### src/rtl/turn_manager.sv
// turn_manager
// Two-player turn sequencer for the cat-vs-dog throwing game. It sits between
// the player input/throw logic and the projectile engine. Turns alternate
// CAT -> DOG -> CAT. Each turn runs AIM -> FLIGHT -> SETTLE and then hands
// over to the opponent's AIM.
//
// Ports
//   clk60MHz       in   1  system clock (60 MHz)
//   rst            in   1  synchronous reset, active-high
//   throw_flag     in   1  throw request from the active player (level)
//   in_throw_flag  in   1  high while the projectile is in flight
//   turn           out  3  registered phase code:
//                          0 CAT_AIM, 1 CAT_FLIGHT, 2 DOG_AIM, 3 DOG_FLIGHT,
//                          4 SETTLE_TO_DOG, 5 SETTLE_TO_CAT
//
// Parameters
//   SETTLE_CYCLES   cycles spent in SETTLE (0 = go straight to opponent AIM)
//   FLIGHT_TIMEOUT  max FLIGHT cycles before a forced end (0 = disabled)
//   AIM_TIMEOUT     AIM cycles before the turn is forfeited (TURN_TIMEOUT_EN only)
//
// Build option
//   TURN_TIMEOUT_EN  when defined, an idle AIM phase passes the turn after
//                    AIM_TIMEOUT cycles. When undefined, AIM waits forever and
//                    no AIM counter is built.

module turn_manager #(
  parameter int SETTLE_CYCLES  = 2,
  parameter int FLIGHT_TIMEOUT = 1000000,
  parameter int AIM_TIMEOUT    = 6000000
) (
  input  logic       clk60MHz,
  input  logic       rst,
  input  logic       throw_flag,
  input  logic       in_throw_flag,
  output logic [2:0] turn
);

  typedef enum logic [2:0] {
    CAT_AIM       = 3'd0,
    CAT_FLIGHT    = 3'd1,
    DOG_AIM       = 3'd2,
    DOG_FLIGHT    = 3'd3,
    SETTLE_TO_DOG = 3'd4,
    SETTLE_TO_CAT = 3'd5
  } state_t;

  // Counter widths are clamped to at least 1 bit so that a zero parameter
  // still produces legal declarations.
  localparam int SW = (SETTLE_CYCLES > 0) ? $clog2(SETTLE_CYCLES + 1) : 1;
  localparam int FW = (FLIGHT_TIMEOUT > 0) ? $clog2(FLIGHT_TIMEOUT + 1) : 1;

  localparam bit SETTLE_EN    = (SETTLE_CYCLES > 0);
  localparam bit FLIGHT_TO_EN = (FLIGHT_TIMEOUT > 0);
  localparam bit AIM_TO_EN    = (AIM_TIMEOUT > 0);

  localparam logic [SW-1:0] SETTLE_LAST = SW'(SETTLE_EN ? SETTLE_CYCLES - 1 : 0);
  localparam logic [FW-1:0] FLIGHT_LAST = FW'(FLIGHT_TO_EN ? FLIGHT_TIMEOUT - 1 : 0);

  // Where a finished (or forfeited) turn goes. The SETTLE phase is skipped
  // entirely when SETTLE_CYCLES is 0.
  localparam state_t CAT_DONE = SETTLE_EN ? SETTLE_TO_DOG : DOG_AIM;
  localparam state_t DOG_DONE = SETTLE_EN ? SETTLE_TO_CAT : CAT_AIM;

  state_t          state_q, state_d;
  logic [SW-1:0]   settle_cnt_q, settle_cnt_d;
  logic [FW-1:0]   flight_cnt_q, flight_cnt_d;
  logic            seen_high_q, seen_high_d;
  logic            in_prev_q, in_prev_d;
  logic            fall;
  logic            flight_end;
  logic            aim_timeout_hit;

`ifdef TURN_TIMEOUT_EN
  localparam int AW = (AIM_TIMEOUT > 0) ? $clog2(AIM_TIMEOUT + 1) : 1;
  localparam logic [AW-1:0] AIM_LAST = AW'(AIM_TO_EN ? AIM_TIMEOUT - 1 : 0);

  logic [AW-1:0] aim_cnt_q, aim_cnt_d;

  // The counter runs only while the active player idles in AIM. It clears on
  // any exit from AIM, whether that exit is a throw or a forfeit.
  always_comb begin
    aim_cnt_d = '0;
    if (AIM_TO_EN && (state_q == CAT_AIM || state_q == DOG_AIM) &&
        !throw_flag && !aim_timeout_hit) begin
      aim_cnt_d = aim_cnt_q + 1'b1;
    end
  end

  always_ff @(posedge clk60MHz) begin
    if (rst) begin
      aim_cnt_q <= '0;
    end else begin
      aim_cnt_q <= aim_cnt_d;
    end
  end

  assign aim_timeout_hit = (aim_cnt_q == AIM_LAST);
`else
  assign aim_timeout_hit = 1'b0;
`endif

  // A flight only ends on a full high-then-low pulse of in_throw_flag. A
  // falling edge that arrives before any high cycle is seen in FLIGHT is ignored.
  assign fall       = in_prev_q & ~in_throw_flag;
  assign flight_end = (seen_high_q & fall) |
                      (FLIGHT_TO_EN & (flight_cnt_q == FLIGHT_LAST));

  always_comb begin
    state_d      = state_q;
    settle_cnt_d = '0;
    flight_cnt_d = '0;
    seen_high_d  = seen_high_q;
    in_prev_d    = in_throw_flag;

    case (state_q)
      CAT_AIM, DOG_AIM: begin
        // A throw beats a timeout that lands on the same cycle.
        if (throw_flag) begin
          state_d     = (state_q == CAT_AIM) ? CAT_FLIGHT : DOG_FLIGHT;
          seen_high_d = 1'b0;
        end else if (AIM_TO_EN && aim_timeout_hit) begin
          state_d = (state_q == CAT_AIM) ? CAT_DONE : DOG_DONE;
        end
      end

      CAT_FLIGHT, DOG_FLIGHT: begin
        if (in_throw_flag) begin
          seen_high_d = 1'b1;
        end
        if (flight_end) begin
          state_d = (state_q == CAT_FLIGHT) ? CAT_DONE : DOG_DONE;
        end else if (FLIGHT_TO_EN) begin
          flight_cnt_d = flight_cnt_q + 1'b1;
        end
      end

      SETTLE_TO_DOG, SETTLE_TO_CAT: begin
        if (settle_cnt_q == SETTLE_LAST) begin
          state_d = (state_q == SETTLE_TO_DOG) ? DOG_AIM : CAT_AIM;
        end else begin
          settle_cnt_d = settle_cnt_q + 1'b1;
        end
      end

      // Codes 6/7 are unreachable in normal operation. Recover to CAT_AIM.
      default: begin
        state_d     = CAT_AIM;
        seen_high_d = 1'b0;
      end
    endcase
  end

  always_ff @(posedge clk60MHz) begin
    if (rst) begin
      state_q      <= CAT_AIM;
      settle_cnt_q <= '0;
      flight_cnt_q <= '0;
      seen_high_q  <= 1'b0;
      in_prev_q    <= 1'b0;
    end else begin
      state_q      <= state_d;
      settle_cnt_q <= settle_cnt_d;
      flight_cnt_q <= flight_cnt_d;
      seen_high_q  <= seen_high_d;
      in_prev_q    <= in_prev_d;
    end
  end

  assign turn = state_q;

endmodule

### config.mk
export PLATFORM = sky130hd
export DESIGN_NAME = turn_manager
export DESIGN_NICKNAME = d
export VERILOG_FILES = /design/src/rtl/turn_manager.sv
export SDC_FILE = /design/constraint.sdc
export NUM_CORES = 1
export LEC_CHECK = 0
export CAP_MARGIN = 30
export CORE_AREA = 2 2 50 52
export CTS_CLUSTER_DIAMETER = 120
export DETAILED_ROUTE_END_ITERATION = 10
export DIE_AREA = 0 0 52 54
export PLACE_DENSITY = 0.75
export REMOVE_ABC_BUFFERS = 1
export SLEW_MARGIN = 20
export SYNTH_ARGS = -nofsm -noshare
export SYNTH_HDL_FRONTEND = slang
export SYNTH_SLANG_ARGS = --single-unit
export TNS_END_PERCENT = 5
### constraint.sdc
create_clock -name clk60MHz -period 1.98 [get_ports clk60MHz]
set_input_delay 0.396 -clock clk60MHz [delete_from_list [all_inputs] [get_ports clk60MHz]]
set_output_delay 0.396 -clock clk60MHz [all_outputs]
set_load 0.02 [all_outputs]
After elaboration in Yosys (flattened, before gate mapping)

Cells that the tools add are included.

Register bits: 27
Memories kept: 0
Input port bits: 4
Output and inout bits: 3
Latch bits: 0
Word-level logic and storage cells: 42
Memory bits (read-only): 0
Bits in writable memories: 0

Reduce and logical (&&, ||, !) cells: 8
Multipliers: 0
Mux-type cells: 10
Div/mod/pow operators: 0
Shifts and indexed selects: 0
Equal/unequal tests: 11
$add $sub $neg: 2
Bitwise logic cells: 6
Order comparisons: 0

Operators with widths:

| cell                                                                  | count |
|---|---|
| 20-bit by 1-bit adder with 20-bit output, second input constant       | 1 |
| 20-bit equality test, second input constant                           | 1 |
| 3-bit 2-to-1 mux                                                      | 3 |
| 3-bit case mux with 3 select lines                                    | 1 |
| 2-bit != test, second input constant                                  | 4 |
| 3-bit by 2-bit equality test with 1-bit output, second input constant | 2 |
| 3-bit equality test, second input constant                            | 2 |
| 3-bit AND reduction                                                   | 2 |
| 2-bit OR reduction                                                    | 3 |
| 3-bit OR reduction                                                    | 2 |
| 2-bit 2-to-1 mux                                                      | 2 |
| 3-bit by 1-bit equality test with 1-bit output, second input constant | 1 |
| 3-bit logical NOT                                                     | 1 |
| 1-bit 2-to-1 mux                                                      | 3 |
| 1-bit inverter                                                        | 3 |
| 1-bit case mux with 3 select lines                                    | 1 |
| 2-bit by 1-bit adder with 2-bit output, second input constant         | 1 |
| 1-bit AND                                                             | 2 |
| 2-bit by 1-bit equality test with 1-bit output, second input constant | 1 |
| 1-bit bitwise OR                                                      | 1 |

Logic depth before layout (Yosys ltp)

Gate-level depths: netlist of the first run.

Word-level depth: 6
Gate-level depth with buffers: 6
Depth with buffers taken out: 6

Worst setup path after synthesis of the first run

Ideal clock, no wire load.

Kind: register -> register
From: register flight_cnt_q[0]
To: register flight_cnt_q[18]
Buffers on the path: 0
Path slack: 228 ps
Period minus slack after synthesis: 1752 ps
Data arrival time: 1686 ps
Required time: 1914 ps
Setup time: 66 ps
Cell stages (with the launch flop): 6
Path through: dfxtp_1 -> ha_1 -> nand2_1 -> or3_4 -> or4_4 -> a21oi_2

Word-level cells in the longest chain between the ends: 3
Elaborated cells between the ends (all ways): 4
Classes of those cells: 1 x add/sub; 1 x eq/ne; 1 x bitwise; 1 x reduce/logical

Ends and longest elaborated chain:

| what                                                                                             | line | RTL |
|---|---|---|
| from (decl)                                                                                      | 66   | `logic [FW-1:0] flight_cnt_q, flight_cnt_d;` |
| from (signal assigned)                                                                           | 163  | `flight_cnt_q <= flight_cnt_d;` |
| parallel branches: the longest is 3 deep, another holds 20-bit by 1-bit adder with 20-bit output | n/a  |  |

Parallel ways; which one is timed is not known.
A chain may end at the register's enable or synchronous reset.

Worst setup path in the final report of the first run

Ends and elaborated chain as after synthesis.

==> metrics.txt, run 1 <==
Die Wd=52 microns; NumNets Final=158; RSZ-0062 raised after global routing=false; final WL=2.136 mm; Switching Share=0.2836; Detail Placement HPWL=about 1.6 mm; clock share of power=0.207; Final GP Congestion=roughly 0.8; drt first-iter violations=11; Yosys warnings=0; Power Density=779.4 mW/mm^2; mapped cell area=0.001249 sq mm; Startpoint Class=flop; cells along the critical path=ha_1, nand2_1, or3_4, or4_4, a21oi_2; die height=~54 microns; Ports=7; Max clock buf depth=2; CTS resizes=0; Buf+Inv Stages, Crit Path=0; setup TNS=0 ps; Yosys reg bits=27; die area=0.002808 sq mm; worst relative slew slack=0.7436; status=finished clean; # fillers=213; biggest area consumer among synthesized cells=dfxtp_1; crit path DAT=2140 ps; delay-heaviest family, CP=simple AND/OR/NAND/NOR gates; first-pass GRT wire length=3.636 mm; commonest non-fill, non-tap cell in the layout=dfxtp_1; Seq pwr share=0.569; Crit Path Max Fanout=5; Final min period=1881 ps; Port Buffers=6; row cnt=18; Worst-Skew Late Latency=310 ps; synth top area cells=dfxtp_1, xnor2_1, nor2_1; cells after synthesis=142; MaxCap Viol Count=0; type of the worst setup path=flop to flop; ys async rst share=0; H-Tree Depth=1; CTS Buf Count=3; GRT Util Overall=0.1748; Largest stage delay, worst path=approximately 490 ps; Pleak=~0.00044 uW; VDD IR-drop max=0.5256 mV; CTS sink cnt=27; drt first pass iters=4; register area share after synthesis=0.4329; Int Pwr=774.0 uW; Layout Skew=3.562 ps; Post-CTS Setup Bufs=0; total grt overflow=0; area grow syn2layout=11.02%; Core ar.=0.002320 sq mm; hold_ws=between 400 and 500 ps; Yosys top cell area share=0.4329; Initial Util=0.5383; Final Setup Violations=0; Critical Path Sink Type=flop; EDFF count, synth=0; final worst path period share=0.9499; Fmax achieved=531.7 MHz; slowest cell on the critical path=or4_4; Post-synth top flop=dfxtp_1; number of distinct library cells after synthesis=36; CTS tree=yes; Comb power frac=0.224; Worst EP required=about 2200 ps; largest net degree at the start of global routing=21; DR DRC count=0; max-slew violations=0; Via density=5.475; switching power=306.5 uW; drt wl/cell=~12 microns; Via Count=~1000; post-synthesis area per instance=a little under 9 sq um; most frequent cells in the layout=dfxtp_1, nor2_1, xnor2_1; antenna-violating nets left=0; Hold WC Path Type=flop to flop; Clock Tree Root=clkbuf_4; vias in the first global route=909; initial antenna violation count=0; worst-margin pin slew=379.3 ps; share of cells above drive strength 1=0.07285; Final Hold Fails=0; Post-CTS Hold Fix Bufs=0; Antenna Diode Count=0; Worst-path clk slew=130 ps
## flip-flops by register name, indices dropped and copies added (netlist names)
name	flops
settle_cnt_q	2
in_prev_q	1
seen_high_q	1
flight_cnt_q	20
turn	3
## worst reg2reg max path, cell delays in order, from the launching register on
cell     delay (ps)
dfxtp_1         390
ha_1            260
nand2_1         140
or3_4           420
or4_4           490
a21oi_2         140
## through the flow
stage	power (uW)	cells	setup WS, ps	area [sq um]	utilization
floorplan	777.7	139	167.9	1235	-
global placement	865.0	177	173.2	1360	0.5863
detailed placement	870.1	177	131.9	1360	0.5863
CTS	1096	181	114.1	1386	0.5976
global route	1137	181	15.61	1386	0.5976
finish	1080	181	99.20	1386	0.5976
## synthesized netlist by cell type, types with 2 or more instances
master	n
inv_1	7
buf_2	2
or4_1	2
nand2b_1	3
nand3_1	7
nor2_1	22
ha_1	2
o21ai_0	3
or3_1	4
nor4_1	5
nand4_1	3
a21oi_1	7
nor2b_1	4
xor2_1	3
dfxtp_1	27
and4_1	2
nand2_1	6
nor3_1	5
o31ai_1	2
xnor2_1	10
## layer usage
| layer | global-route usage | wire length, microns | up-vias |
|---|---|---|---|
| met5 | 0 | 0 | - |
| met4 | 0.07895 | 26 | 0 |
| met3 | 0.03333 | 42 | 4 |
| met2 | 0.3165 | 1007 | 7 |
| met1 | 0.1990 | 1059 | 461 |
| li1 | - | - | 519 |
## power by group through the flow
| stage | clock (uW) | sequential (uW) | combinational [uW] |
|---|---|---|---|
| 3_5_place_dp | 0 | 626 | 244 |
| 6_report | 224 | 615 | 242 |
| 5_1_grt | 250 | 621 | 266 |
| 3_3_place_gp | 0 | 625 | 240 |
| 4_1_cts | 238 | 614 | 244 |
| 2_1_floorplan | 0 | 639 | 139 |
## path summary, 6_finish.rpt
path | start | slack, ps | end | cells after the start
max | flight_cnt_q[0] | 100 | flight_cnt_q[18] | 5
min | settle_cnt_q[0] | 430 | settle_cnt_q[0] | 1
max reg2reg | flight_cnt_q[0] | 100 | flight_cnt_q[18] | 5
min reg2reg | settle_cnt_q[0] | 430 | settle_cnt_q[0] | 1
## cell families (layout without fill, tap and decap cells)
family | count (synthesis) | count (layout) | share of synthesized area
AO/OA/AOI/OAI | 19 | 19 | 0.09920
adder cells (fa/ha/maj) | 2 | 2 | 0.02004
buffers and inverters | 10 | 19 | 0.03207
flip-flops | 27 | 27 | 0.4329
AND/OR/NAND/NOR | 70 | 70 | 0.3156
multiplexers | 1 | 1 | 0.009017
XOR/XNOR | 13 | 13 | 0.09118
## layout make-up
| class | instances | area (sq um) | area share |
|---|---|---|---|
| multi-input combinational | 105 | 668.1 | 0.4819 |
| sequential | 27 | 540.5 | 0.3899 |
| inverter | 7 | 26.28 | 0.01895 |
| tap | 30 | 37.54 | 0.02708 |
| timing repair buffer | 8 | 87.58 | 0.06318 |
| clock buffer | 4 | 26.28 | 0.01895 |
No activity file was read; power rests on OpenSTA's default activity.
==> run 2, diff against run 1 <==
- CAP_MARGIN: 30 -> unset
- SLEW_MARGIN: 20 -> 10
==> results of run 2 <==
No change in the layout: final DEF, timing and power equal those of run 1.
